===== src/rtl/fpu_issue_ctrl_pkg.sv =====
// Shared FPU encodings: funct5, fused sub-ops, rounding modes, fflags bits, FSM states.
package fpu_issue_ctrl_pkg;

    localparam int LAT_W = 8;

    localparam logic [4:0] F5_FADD    = 5'b00000;
    localparam logic [4:0] F5_FSUB    = 5'b00001;
    localparam logic [4:0] F5_FMUL    = 5'b00010;
    localparam logic [4:0] F5_FDIV    = 5'b00011;
    localparam logic [4:0] F5_FSGNJ   = 5'b00100;
    localparam logic [4:0] F5_FMINMAX = 5'b00101;
    localparam logic [4:0] F5_FSQRT   = 5'b01011;

    // Fused sub-op lives in funct5[1:0] when fused=1
    localparam logic [1:0] FUSED_MADD  = 2'b00;
    localparam logic [1:0] FUSED_MSUB  = 2'b01;
    localparam logic [1:0] FUSED_NMSUB = 2'b10;
    localparam logic [1:0] FUSED_NMADD = 2'b11;

    localparam logic [2:0] RM_RNE = 3'b000;
    localparam logic [2:0] RM_RTZ = 3'b001;
    localparam logic [2:0] RM_RDN = 3'b010;
    localparam logic [2:0] RM_RUP = 3'b011;
    localparam logic [2:0] RM_RMM = 3'b100;
    localparam logic [2:0] RM_DYN = 3'b111;

    localparam int FFLAG_NX = 0;
    localparam int FFLAG_UF = 1;
    localparam int FFLAG_OF = 2;
    localparam int FFLAG_DZ = 3;
    localparam int FFLAG_NV = 4;

    localparam logic [1:0] S_IDLE = 2'd0;
    localparam logic [1:0] S_EXEC = 2'd1;
    localparam logic [1:0] S_DONE = 2'd2;

endpackage


===== src/rtl/fpu_op_decode.sv =====
// Combinational legality, rounding-mode resolution and latency lookup.
// Fused ops are legal only when FPU_FUSED_EN is defined.
module fpu_op_decode
    import fpu_issue_ctrl_pkg::*;
#(
    parameter int MUL_LAT  = 2,
    parameter int DIV_LAT  = 12,
    parameter int SQRT_LAT = 12
) (
    input  logic [4:0]       funct5_i,
    input  logic [2:0]       rm_i,
    input  logic [2:0]       fcsr_frm_i,
    input  logic             fused_i,
    output logic             legal_o,
    output logic [2:0]       rm_o,
    output logic [LAT_W-1:0] lat_o
);

    logic rm_ok;

    assign rm_o  = (rm_i == RM_DYN) ? fcsr_frm_i : rm_i;
    assign rm_ok = (rm_o <= RM_RMM);

    always_comb begin
        legal_o = 1'b0;
        lat_o   = '0;
        if (fused_i) begin
`ifdef FPU_FUSED_EN
            legal_o = rm_ok;
            lat_o   = LAT_W'(MUL_LAT + 1);
`endif
        end else begin
            case (funct5_i)
                F5_FADD, F5_FSUB, F5_FSGNJ, F5_FMINMAX: begin
                    legal_o = rm_ok;
                    lat_o   = LAT_W'(1);
                end
                F5_FMUL: begin
                    legal_o = rm_ok;
                    lat_o   = LAT_W'(MUL_LAT);
                end
                F5_FDIV: begin
                    legal_o = rm_ok;
                    lat_o   = LAT_W'(DIV_LAT);
                end
                F5_FSQRT: begin
                    legal_o = rm_ok;
                    lat_o   = LAT_W'(SQRT_LAT);
                end
                default: begin
                    legal_o = 1'b0;
                    lat_o   = '0;
                end
            endcase
        end
    end

endmodule


===== src/rtl/fpu_issue_ctrl.sv =====
// Issues one FPU op at a time, waits its fixed latency, returns result and flags.
// Fused R4 ops (and fpu_rs3_o/fpu_fused_o) exist only when FPU_FUSED_EN is defined.
module fpu_issue_ctrl
    import fpu_issue_ctrl_pkg::*;
#(
    parameter int MUL_LAT  = 2,
    parameter int DIV_LAT  = 12,
    parameter int SQRT_LAT = 12
) (
    input  logic        clk,
    input  logic        rstLow,
    input  logic        start_i,
    input  logic [4:0]  funct5_i,
    input  logic [2:0]  rm_i,
    input  logic        fused_i,
    input  logic [31:0] rs1_i,
    input  logic [31:0] rs2_i,
    input  logic [31:0] rs3_i,
    input  logic [2:0]  fcsr_frm_i,
    output logic [31:0] fpu_rs1_o,
    output logic [31:0] fpu_rs2_o,
    output logic [31:0] fpu_rs3_o,
    output logic [4:0]  fpu_funct5_o,
    output logic [2:0]  fpu_frm_o,
    output logic        fpu_fused_o,
    output logic        fpu_start_o,
    input  logic [31:0] fpu_res_i,
    input  logic [4:0]  fpu_fflags_i,
    output logic        busy_o,
    output logic        done_o,
    output logic [31:0] res_o,
    output logic [4:0]  fflags_o,
    output logic        illegal_o,
    output logic [4:0]  fflags_acc_o,
    input  logic        fflags_clr_i
);

    logic [1:0]       state_q, state_d;
    logic [LAT_W-1:0] cnt_q, cnt_d;
    logic [31:0]      rs1_q, rs1_d, rs2_q, rs2_d;
    logic [4:0]       funct5_q, funct5_d;
    logic [2:0]       frm_q, frm_d;
    logic             start_q, start_d;
    logic             illegal_q, illegal_d;
    logic [31:0]      res_q, res_d;
    logic [4:0]       fflags_q, fflags_d;
    logic [4:0]       acc_q, acc_d;
    logic             accept, capture;

    logic             dec_legal;
    logic [2:0]       dec_rm;
    logic [LAT_W-1:0] dec_lat;

    fpu_op_decode #(
        .MUL_LAT  (MUL_LAT),
        .DIV_LAT  (DIV_LAT),
        .SQRT_LAT (SQRT_LAT)
    ) u_dec (
        .funct5_i   (funct5_i),
        .rm_i       (rm_i),
        .fcsr_frm_i (fcsr_frm_i),
        .fused_i    (fused_i),
        .legal_o    (dec_legal),
        .rm_o       (dec_rm),
        .lat_o      (dec_lat)
    );

    always_comb begin
        state_d   = state_q;
        cnt_d     = cnt_q;
        rs1_d     = rs1_q;
        rs2_d     = rs2_q;
        funct5_d  = funct5_q;
        frm_d     = frm_q;
        start_d   = 1'b0;
        illegal_d = 1'b0;
        res_d     = res_q;
        fflags_d  = fflags_q;
        accept    = 1'b0;
        capture   = 1'b0;
        case (state_q)
            S_IDLE: begin
                if (start_i) begin
                    if (dec_legal) begin
                        accept   = 1'b1;
                        rs1_d    = rs1_i;
                        rs2_d    = rs2_i;
                        funct5_d = funct5_i;
                        frm_d    = dec_rm;
                        cnt_d    = dec_lat;
                        start_d  = 1'b1;
                        state_d  = S_EXEC;
                    end else begin
                        illegal_d = 1'b1;
                    end
                end
            end
            S_EXEC: begin
                cnt_d = cnt_q - LAT_W'(1);
                if (cnt_q == LAT_W'(1)) begin
                    capture  = 1'b1;
                    res_d    = fpu_res_i;
                    fflags_d = fpu_fflags_i;
                    state_d  = S_DONE;
                end
            end
            S_DONE:  state_d = S_IDLE;
            default: state_d = S_IDLE;
        endcase
    end

    // A clear coinciding with a capture keeps only the new op's flags
    always_comb begin
        acc_d = acc_q;
        if (capture)
            acc_d = (fflags_clr_i ? 5'b0 : acc_q) | fpu_fflags_i;
        else if (fflags_clr_i)
            acc_d = 5'b0;
    end

    always_ff @(posedge clk) begin
        if (!rstLow) begin
            state_q   <= S_IDLE;
            cnt_q     <= '0;
            rs1_q     <= '0;
            rs2_q     <= '0;
            funct5_q  <= '0;
            frm_q     <= '0;
            start_q   <= 1'b0;
            illegal_q <= 1'b0;
            res_q     <= '0;
            fflags_q  <= '0;
            acc_q     <= '0;
        end else begin
            state_q   <= state_d;
            cnt_q     <= cnt_d;
            rs1_q     <= rs1_d;
            rs2_q     <= rs2_d;
            funct5_q  <= funct5_d;
            frm_q     <= frm_d;
            start_q   <= start_d;
            illegal_q <= illegal_d;
            res_q     <= res_d;
            fflags_q  <= fflags_d;
            acc_q     <= acc_d;
        end
    end

`ifdef FPU_FUSED_EN
    logic [31:0] rs3_q;
    logic        fused_q;

    always_ff @(posedge clk) begin
        if (!rstLow) begin
            rs3_q   <= '0;
            fused_q <= 1'b0;
        end else if (accept) begin
            rs3_q   <= rs3_i;
            fused_q <= fused_i;
        end
    end

    assign fpu_rs3_o   = rs3_q;
    assign fpu_fused_o = fused_q;
`else
    logic unused_rs3;
    logic unused_accept;
    assign unused_rs3    = ^rs3_i;
    assign unused_accept = accept;
    assign fpu_rs3_o     = '0;
    assign fpu_fused_o   = 1'b0;
`endif

    assign fpu_rs1_o    = rs1_q;
    assign fpu_rs2_o    = rs2_q;
    assign fpu_funct5_o = funct5_q;
    assign fpu_frm_o    = frm_q;
    assign fpu_start_o  = start_q;
    assign busy_o       = (state_q != S_IDLE);
    assign done_o       = (state_q == S_DONE);
    assign res_o        = res_q;
    assign fflags_o     = fflags_q;
    assign illegal_o    = illegal_q;
    assign fflags_acc_o = acc_q;

endmodule


===== config.mk =====
export PLATFORM = sky130hd
export DESIGN_NAME = fpu_issue_ctrl
export DESIGN_NICKNAME = d
export VERILOG_FILES = /design/src/rtl/fpu_issue_ctrl_pkg.sv /design/src/rtl/fpu_op_decode.sv /design/src/rtl/fpu_issue_ctrl.sv
export SDC_FILE = /design/constraint.sdc
export NUM_CORES = 1
export LEC_CHECK = 0
export ABC_AREA = 1
export CORE_MARGIN = 2
export CORE_UTILIZATION = 40
export CTS_CLUSTER_DIAMETER = 40
export CTS_CLUSTER_SIZE = 30
export DETAILED_ROUTE_END_ITERATION = 7
export PLACE_DENSITY_LB_ADDON = 0.25
export SLEW_MARGIN = 20
export SYNTH_ARGS = -nofsm -noshare
export SYNTH_HDL_FRONTEND = slang
export SYNTH_SLANG_ARGS = --single-unit

===== constraint.sdc =====
create_clock -name clk -period 3.9 [get_ports clk]
set_clock_uncertainty 0.15 [all_clocks]
set_input_delay 0.78 -clock clk [delete_from_list [all_inputs] [get_ports clk]]
set_output_delay 0.78 -clock clk [all_outputs]
set_load 0.05 [all_outputs]

==> results of run 1 <==
-- cell usage after synthesis (2+ instances only) --
| cell type | count | area [um2] |
|---|---|---|
| nor2_1 | 188 | 706 |
| dfxtp_1 | 126 | 2520 |
| o21ai_0 | 93 | 465 |
| a21oi_1 | 51 | 255 |
| nand2_1 | 37 | 139 |
| buf_4 | 36 | 270 |
| nand3_1 | 23 | 115 |
| clkbuf_1 | 18 | 67.6 |
| inv_1 | 15 | 56.3 |
| o21ai_1 | 10 | 50.1 |
| buf_6 | 8 | 90.1 |
| clkbuf_2 | 7 | 35.0 |
| buf_2 | 6 | 30.0 |
| nand4_1 | 4 | 25.0 |
| inv_2 | 3 | 11.3 |
| ha_1 | 2 | 25.0 |
| nor2_2 | 2 | 12.5 |
| nor2_4 | 2 | 22.5 |
| o22ai_1 | 2 | 12.5 |
-- routing by layer --
layer  wire (um)  GRT usage, %
met2        6910          34.9
met5           0             0
met3        1590          9.05
met1        5800          23.8
met4         286          9.05
-- cells by family (layout without fill, tap and decap cells) --
logic type	after synthesis	after routing	synth area share (%)
AOI/OAI and AO/OA	158	158	15.9
other	1	33	0.0750
xor gates and xnor gates	1	1	0.175
DFF	126	126	50.4
adders and majority gates	2	2	0.500
buffers and inverters	95	292	11.4
and+or+nand+nor	262	262	21.5
-- state kept, by name (all words and copies together), names as in the netlist --
register      cells
res_o            32
fpu_rs2_o        32
fflags_o          5
fpu_funct5_o      5
illegal_o         1
fpu_rs1_o        32
fpu_frm_o         3
cnt_q             8
fflags_acc_o      5
fpu_start_o       1
state_q           2
-- critical path: stages, from the launching register on --
cell,delay [ns]
dfxtp_1,0.31
inv_1,0.09
ha_1,0.17
nand3_1,0.11
nor2_2,0.11
buf_4,0.36
nand2_1,0.71
o21ai_0,0.48
nor2_1,0.08
-- worst max-delay path by stage --
stage	end	cells after the start
after detailed placement	fpu_rs2_o[16]	10
final	res_o[7]	8
after global routing	res_o[7]	8
after CTS	res_o[7]	8
after floorplan	fpu_rs1_o[24]	8
after global placement	fpu_rs2_o[11]	8
-- cell type report --
| class | instances | area share, % |
|---|---|---|
| inverter | 19 | 0.898 |
| timing repair buffer | 241 | 30.3 |
| tap | 168 | 2.65 |
| sequential | 126 | 31.8 |
| clock buffer | 23 | 6.27 |
| multi-input combinational | 456 | 25.6 |
| clock inverter | 9 | 2.55 |
-- placed cells by master, fill, tap and decap left out, drive strengths merged --
master	n
a31oi	1
clkinv	1
o22ai	2
clkbuf	23
inv	18
clkdlybuf4s50	233
nand4	5
clkinvlp	3
ha	2
o21a	1
or2	2
bufinv	6
buf	8
nor2	192
conb	33
dfxtp	126
xor2	1
o21ai	103
a21oi	51
nor3	1
nand3	24
nand2	38
-- power breakdown --
| part | internal, mW | leakage [nW] | switching (mW) | total, mW |
|---|---|---|---|---|
| clock network | 1.28 | 0.332 | 0.563 | 1.85 |
| logic | 0.187 | 1.65 | 0.284 | 0.471 |
| registers | 1.32 | 1.02 | 0.0151 | 1.33 |
==> impl_metrics.py, run 1 <==
metrics = {
    "run_status": {
        "outcome": "complete, no violations",
    },
    "worst_setup_path": {
        "worst_r2r_startpoint": "cnt_q[1]",
        "critPathRequiredTime_ns": 4.04,
        "crit_path_end_kind": "register",
        "cp_max_fo": 38,
        "cp.arrival_ns": 2.85,
        "worstSetupPathType": "reg2reg",
        "startpoint": "cnt_q[1]",
        "timing.rr.end": "res_o[7]",
        "r2r_setup_slack_ns": 1.19,
        "start_kind": "register",
        "r2r_cells": 8,
    },
    "sta": {
        "setup_violations": 0,
        "fin_hold_ws_ns": 0.296,
        "setup_tns_ns": 0,
        "period_share_pct": 69.6,
        "final.min_clock_period_ns": 2.71,
        "finalMaxSlewViolations": 0,
        "worst_pin_slew_ns": 1.05,
        "rsz0062_at_grt": "false",
        "maxSlewHeadroom_pct": 30.1,
        "setup_slack_ns": 1.19,
        "fmaxAchievable_ghz": 0.368,
        "hold_violations": 0,
    },
    "pwr": {
        "finalPower_mw": 3.65,
        "cellPowerDensity_nw_per_um2": 460,
        "peakVddDrop_uv": 271,
        "leakage_nw": 3.00,
    },
    "global_routing": {
        "grt_antenna_before_repair": 0,
        "grtUsageTotal_pct": 21.0,
        "grt_first_pass_wirelength_mm": 22.0,
        "grt_overflow": 0,
        "grt_max_degree": 84,
        "grt_pass1_vias": 4528,
    },
    "drt": {
        "drt-vias-per-instance": 4.67,
        "wirelength_mm": 14.6,
        "postRouteAntennaNets": 0,
        "wl_per_cell_um": 14.0,
        "firstDrtPassIters": 4,
        "vias": 4862,
        "drc": 0,
        "drt_iter0_markers": 268,
    },
    "placement": {
        "place.gp.congestion": 0.789,
        "dp.cells": 1010,
        "dp_slack_ns": 0.988,
        "place_area_um2": 7240,
        "io_buffers": 234,
        "hpwlAfterDp_mm": 10.2,
    },
    "final_layout": {
        "regArea_um2": 2520,
        "multiInputGateArea_um2": 2030,
        "drive_gt1_share_pct": 5.84,
        "fill_cells": 1088,
        "post-route-util_pct": 65.5,
        "synthToLayoutAreaGrowth_pct": 58.7,
        "nets": 1012,
        "n_antenna_cell": 0,
        "fin_area_um2": 7940,
        "stdcell_count": 1042,
    },
    "synthesis": {
        "synth_ff_type": "dfxtp_1",
        "ys_warn_count": 0,
        "seq_area_frac_synth_pct": 50.4,
        "syn_inst": 645,
        "synthDistinctLibCells": 31,
        "synthesis.area_um2": 5000,
        "syn_area_per_cell_um2": 7.76,
        "synth_edf_count": 0,
        "synthArstFlopShare_pct": 0,
        "ys_ff_latch": 126,
    },
    "die": {
        "initial_core_util_pct": 41.3,
        "die_area_um2": 13400,
        "die_x_um": 116,
        "die_y_um": 116,
        "core-area_um2": 12100,
        "rows": 40,
        "boundaryPins": 300,
    },
    "clock_network": {
        "cts_tree": "built",
        "cts_setup_buffers": 0,
        "hold_buffers": 0,
        "cts_resized": 0,
        "ctsRootBufferMaster": "clkbuf_16",
        "htreeDepth": 4,
        "cts_made_buffers": 17,
        "clk_latency_ns": 0.41,
        "clk_pin_slew_ns": 0.05,
        "clk_path_buf_depth": 2,
        "clock-sinks": 126,
    },
    "worst_hold_path": {
        "hp-start": "fpu_funct5_o[4]",
        "hold_path_class": "reg2reg",
        "hold_depth": 2,
        "hold_end": "fpu_funct5_o[4]",
    },
    "run": {
        "cap_violations": 0,
    },
}
(Power assumes the default switching activity.)
==> run 2, diff against run 1 <==
- CORE_UTILIZATION: 40 -> 34
- clock period: 3.9 -> 2.35 ns (I/O delays scaled with it)
==> impl_metrics.py, run 2 (synthesis results as in run 1) <==
metrics = {
    "pwr": {
        "intPower_mw": 4.11,
        "switching_share_pct": 25.2,
        "pwr-share-seq_pct": 40.2,
        "clockPowerShare_pct": 45.5,
        "combPwrFrac_pct": 14.3,
        "cellPowerDensity_nw_per_um2": 695,
        "peakVddDrop_uv": 431,
        "switchingPower_mw": 1.39,
        "leakage_nw": 2.99,
    },
    "sta": {
        "rsz0062_at_grt": "false",
        "worst_pin_slew_ns": 0.548,
        "fmaxAchievable_ghz": 0.453,
        "final.min_clock_period_ns": 2.21,
        "setup_slack_ns": 0.142,
        "maxSlewHeadroom_pct": 63.3,
        "finalMaxSlewViolations": 0,
        "hold_violations": 0,
        "setup_violations": 0,
        "fin_hold_ws_ns": 0.288,
        "period_share_pct": 93.9,
    },
    "final_layout": {
        "nets": 1019,
        "final_cell_mix": "clkdlybuf4s50_1 (231), nor2_1 (188), dfxtp_1 (126)",
        "layout_commonest_cell": "clkdlybuf4s50_1",
        "stdcell_count": 1064,
        "n_antenna_cell": 0,
        "drive_gt1_share_pct": 6.14,
        "synthToLayoutAreaGrowth_pct": 58.3,
    },
    "global_routing": {
        "grt_overflow": 0,
        "grt_antenna_before_repair": 0,
        "grt_pass1_vias": 4542,
        "grt_max_degree": 61,
        "grtUsageTotal_pct": 18.0,
        "grt_first_pass_wirelength_mm": 22.7,
    },
    "clock_network": {
        "clk_latency_ns": 0.41,
        "cts_tree": "built",
        "clk_path_buf_depth": 2,
        "ctsRootBufferMaster": "clkbuf_16",
        "htreeDepth": 4,
        "cts_made_buffers": 17,
        "clk_pin_slew_ns": 0.05,
        "cts_setup_buffers": 0,
        "cts_resized": 0,
        "hold_buffers": 0,
        "clock-sinks": 126,
    },
    "die": {
        "initial_core_util_pct": 34.5,
        "die_y_um": 125,
        "core-area_um2": 14500,
        "boundaryPins": 300,
        "die_area_um2": 15700,
        "rows": 44,
        "die_x_um": 125,
    },
    "drt": {
        "drt_iter0_markers": 175,
        "postRouteAntennaNets": 0,
        "vias": 4830,
        "drt-vias-per-instance": 4.54,
        "wirelength_mm": 14.1,
        "drc": 0,
        "firstDrtPassIters": 4,
        "wl_per_cell_um": 13.3,
    },
    "worst_setup_path": {
        "critPathRequiredTime_ns": 1.73,
        "cp.arrival_ns": 1.59,
        "cp_max_fo": 2,
        "crit_path_max_incr_delay_ns": 0.84,
        "worstSetupPathType": "reg2out",
        "timing.critical_path.cells": "clkdlybuf4s50_1",
        "path_buf_inv": 1,
        "timing.rr.end": "res_o[6]",
        "start_kind": "register",
        "r2r_setup_slack_ns": 0.59,
        "crit_path_end_kind": "output port",
        "worst_r2r_startpoint": "cnt_q[1]",
        "slowest_stage": "clkdlybuf4s50_1",
        "r2r_cells": 8,
        "cp_top_family": "buffers and inverters",
    },
    "run_status": {
        "outcome": "complete, no violations",
    },
    "placement": {
        "hpwlAfterDp_mm": 9.68,
        "io_buffers": 234,
        "dp.cells": 1033,
        "dp_slack_ns": -0.000467,
        "place.gp.congestion": 0.768,
    },
    "worst_hold_path": {
        "hold_end": "fpu_funct5_o[4]",
        "hold_depth": 2,
        "hp-start": "fpu_funct5_o[4]",
        "hold_path_class": "reg2reg",
    },
    "run": {
        "cap_violations": 0,
    },
}
[run 2: changes by cell type in the layout (fill, tap and decap cells not counted)]
cell,before,now
clkinvlp_4,3,2
buf_12,1,5
bufinv_16,6,2
buf_4,6,11
clkinv_2,0,2
clkbuf_8,5,2
clkbuf_1,1,6
clkdlybuf4s50_1,233,231
[run 2: how the worst max path moves through the flow]
stage / from / slack, ns / depth (start not counted) / endpoint
after floorplan: funct5_i[3] / 0.71 / 8 / fpu_rs1_o[24]
after global placement: rm_i[1] / 0.05 / 8 / fpu_frm_o[2]
after detailed placement: funct5_i[1] / -0.0005 / 9 / fpu_frm_o[2]
after CTS: fpu_frm_o[0] / 0.10 / 1 / fpu_frm_o[0]
after global routing: fpu_funct5_o[3] / 0.07 / 1 / fpu_funct5_o[3]
final: fpu_funct5_o[3] / 0.14 / 1 / fpu_funct5_o[3]
[run 2: power groups by stage]
| stage | registers [mW] | logic (mW) | clock network (mW) |
|---|---|---|---|
| after global placement | 2.25 | 0.787 | 0 |
| after floorplan | 2.39 | 0.374 | 0 |
| after global routing | 2.22 | 0.848 | 2.71 |
| after CTS | 2.21 | 0.794 | 2.57 |
| final | 2.21 | 0.789 | 2.50 |
| after detailed placement | 2.26 | 0.790 | 0 |
[run 2: per-stage QoR]
| stage | util [%] | setup TNS, ns | area (um2) | power [mW] |
|---|---|---|---|---|
| 2_1_floorplan | - | 0 | 5120 | 2.76 |
| 3_3_place_gp | 50.8 | 0 | 7360 | 3.04 |
| 5_1_grt | 54.7 | 0 | 7920 | 5.77 |
| 4_1_cts | 54.7 | 0 | 7920 | 5.58 |
| 3_5_place_dp | 50.8 | -0.000467 | 7360 | 3.05 |
| 6_report | 54.7 | 0 | 7920 | 5.50 |
[run 2: cell type report]
type	instances	area, um2
clock inverter	6	85.1
timing repair buffer	248	2500
fill	1409	6560
inverter	19	71.3
multi-input combinational	456	2030
sequential	126	2520
clock buffer	25	475
tap	184	230
[run 2: metal layers]
metal | GRT usage [%] | part of all wire [%] | up-vias
met3 | 8.56 | 9.9 | 16
met5 | 0 | 0 | -
met2 | 27.2 | 42 | 190
li1 | - | - | 2472
met1 | 22.3 | 46 | 2152
met4 | 6.67 | 1.5 | 0
==> run 3, diff against run 2 <==
- HOLD_SLACK_MARGIN: not set -> 0.02
==> results of run 3 <==
The final DEF is identical to that of run 2; final timing and power are the same.
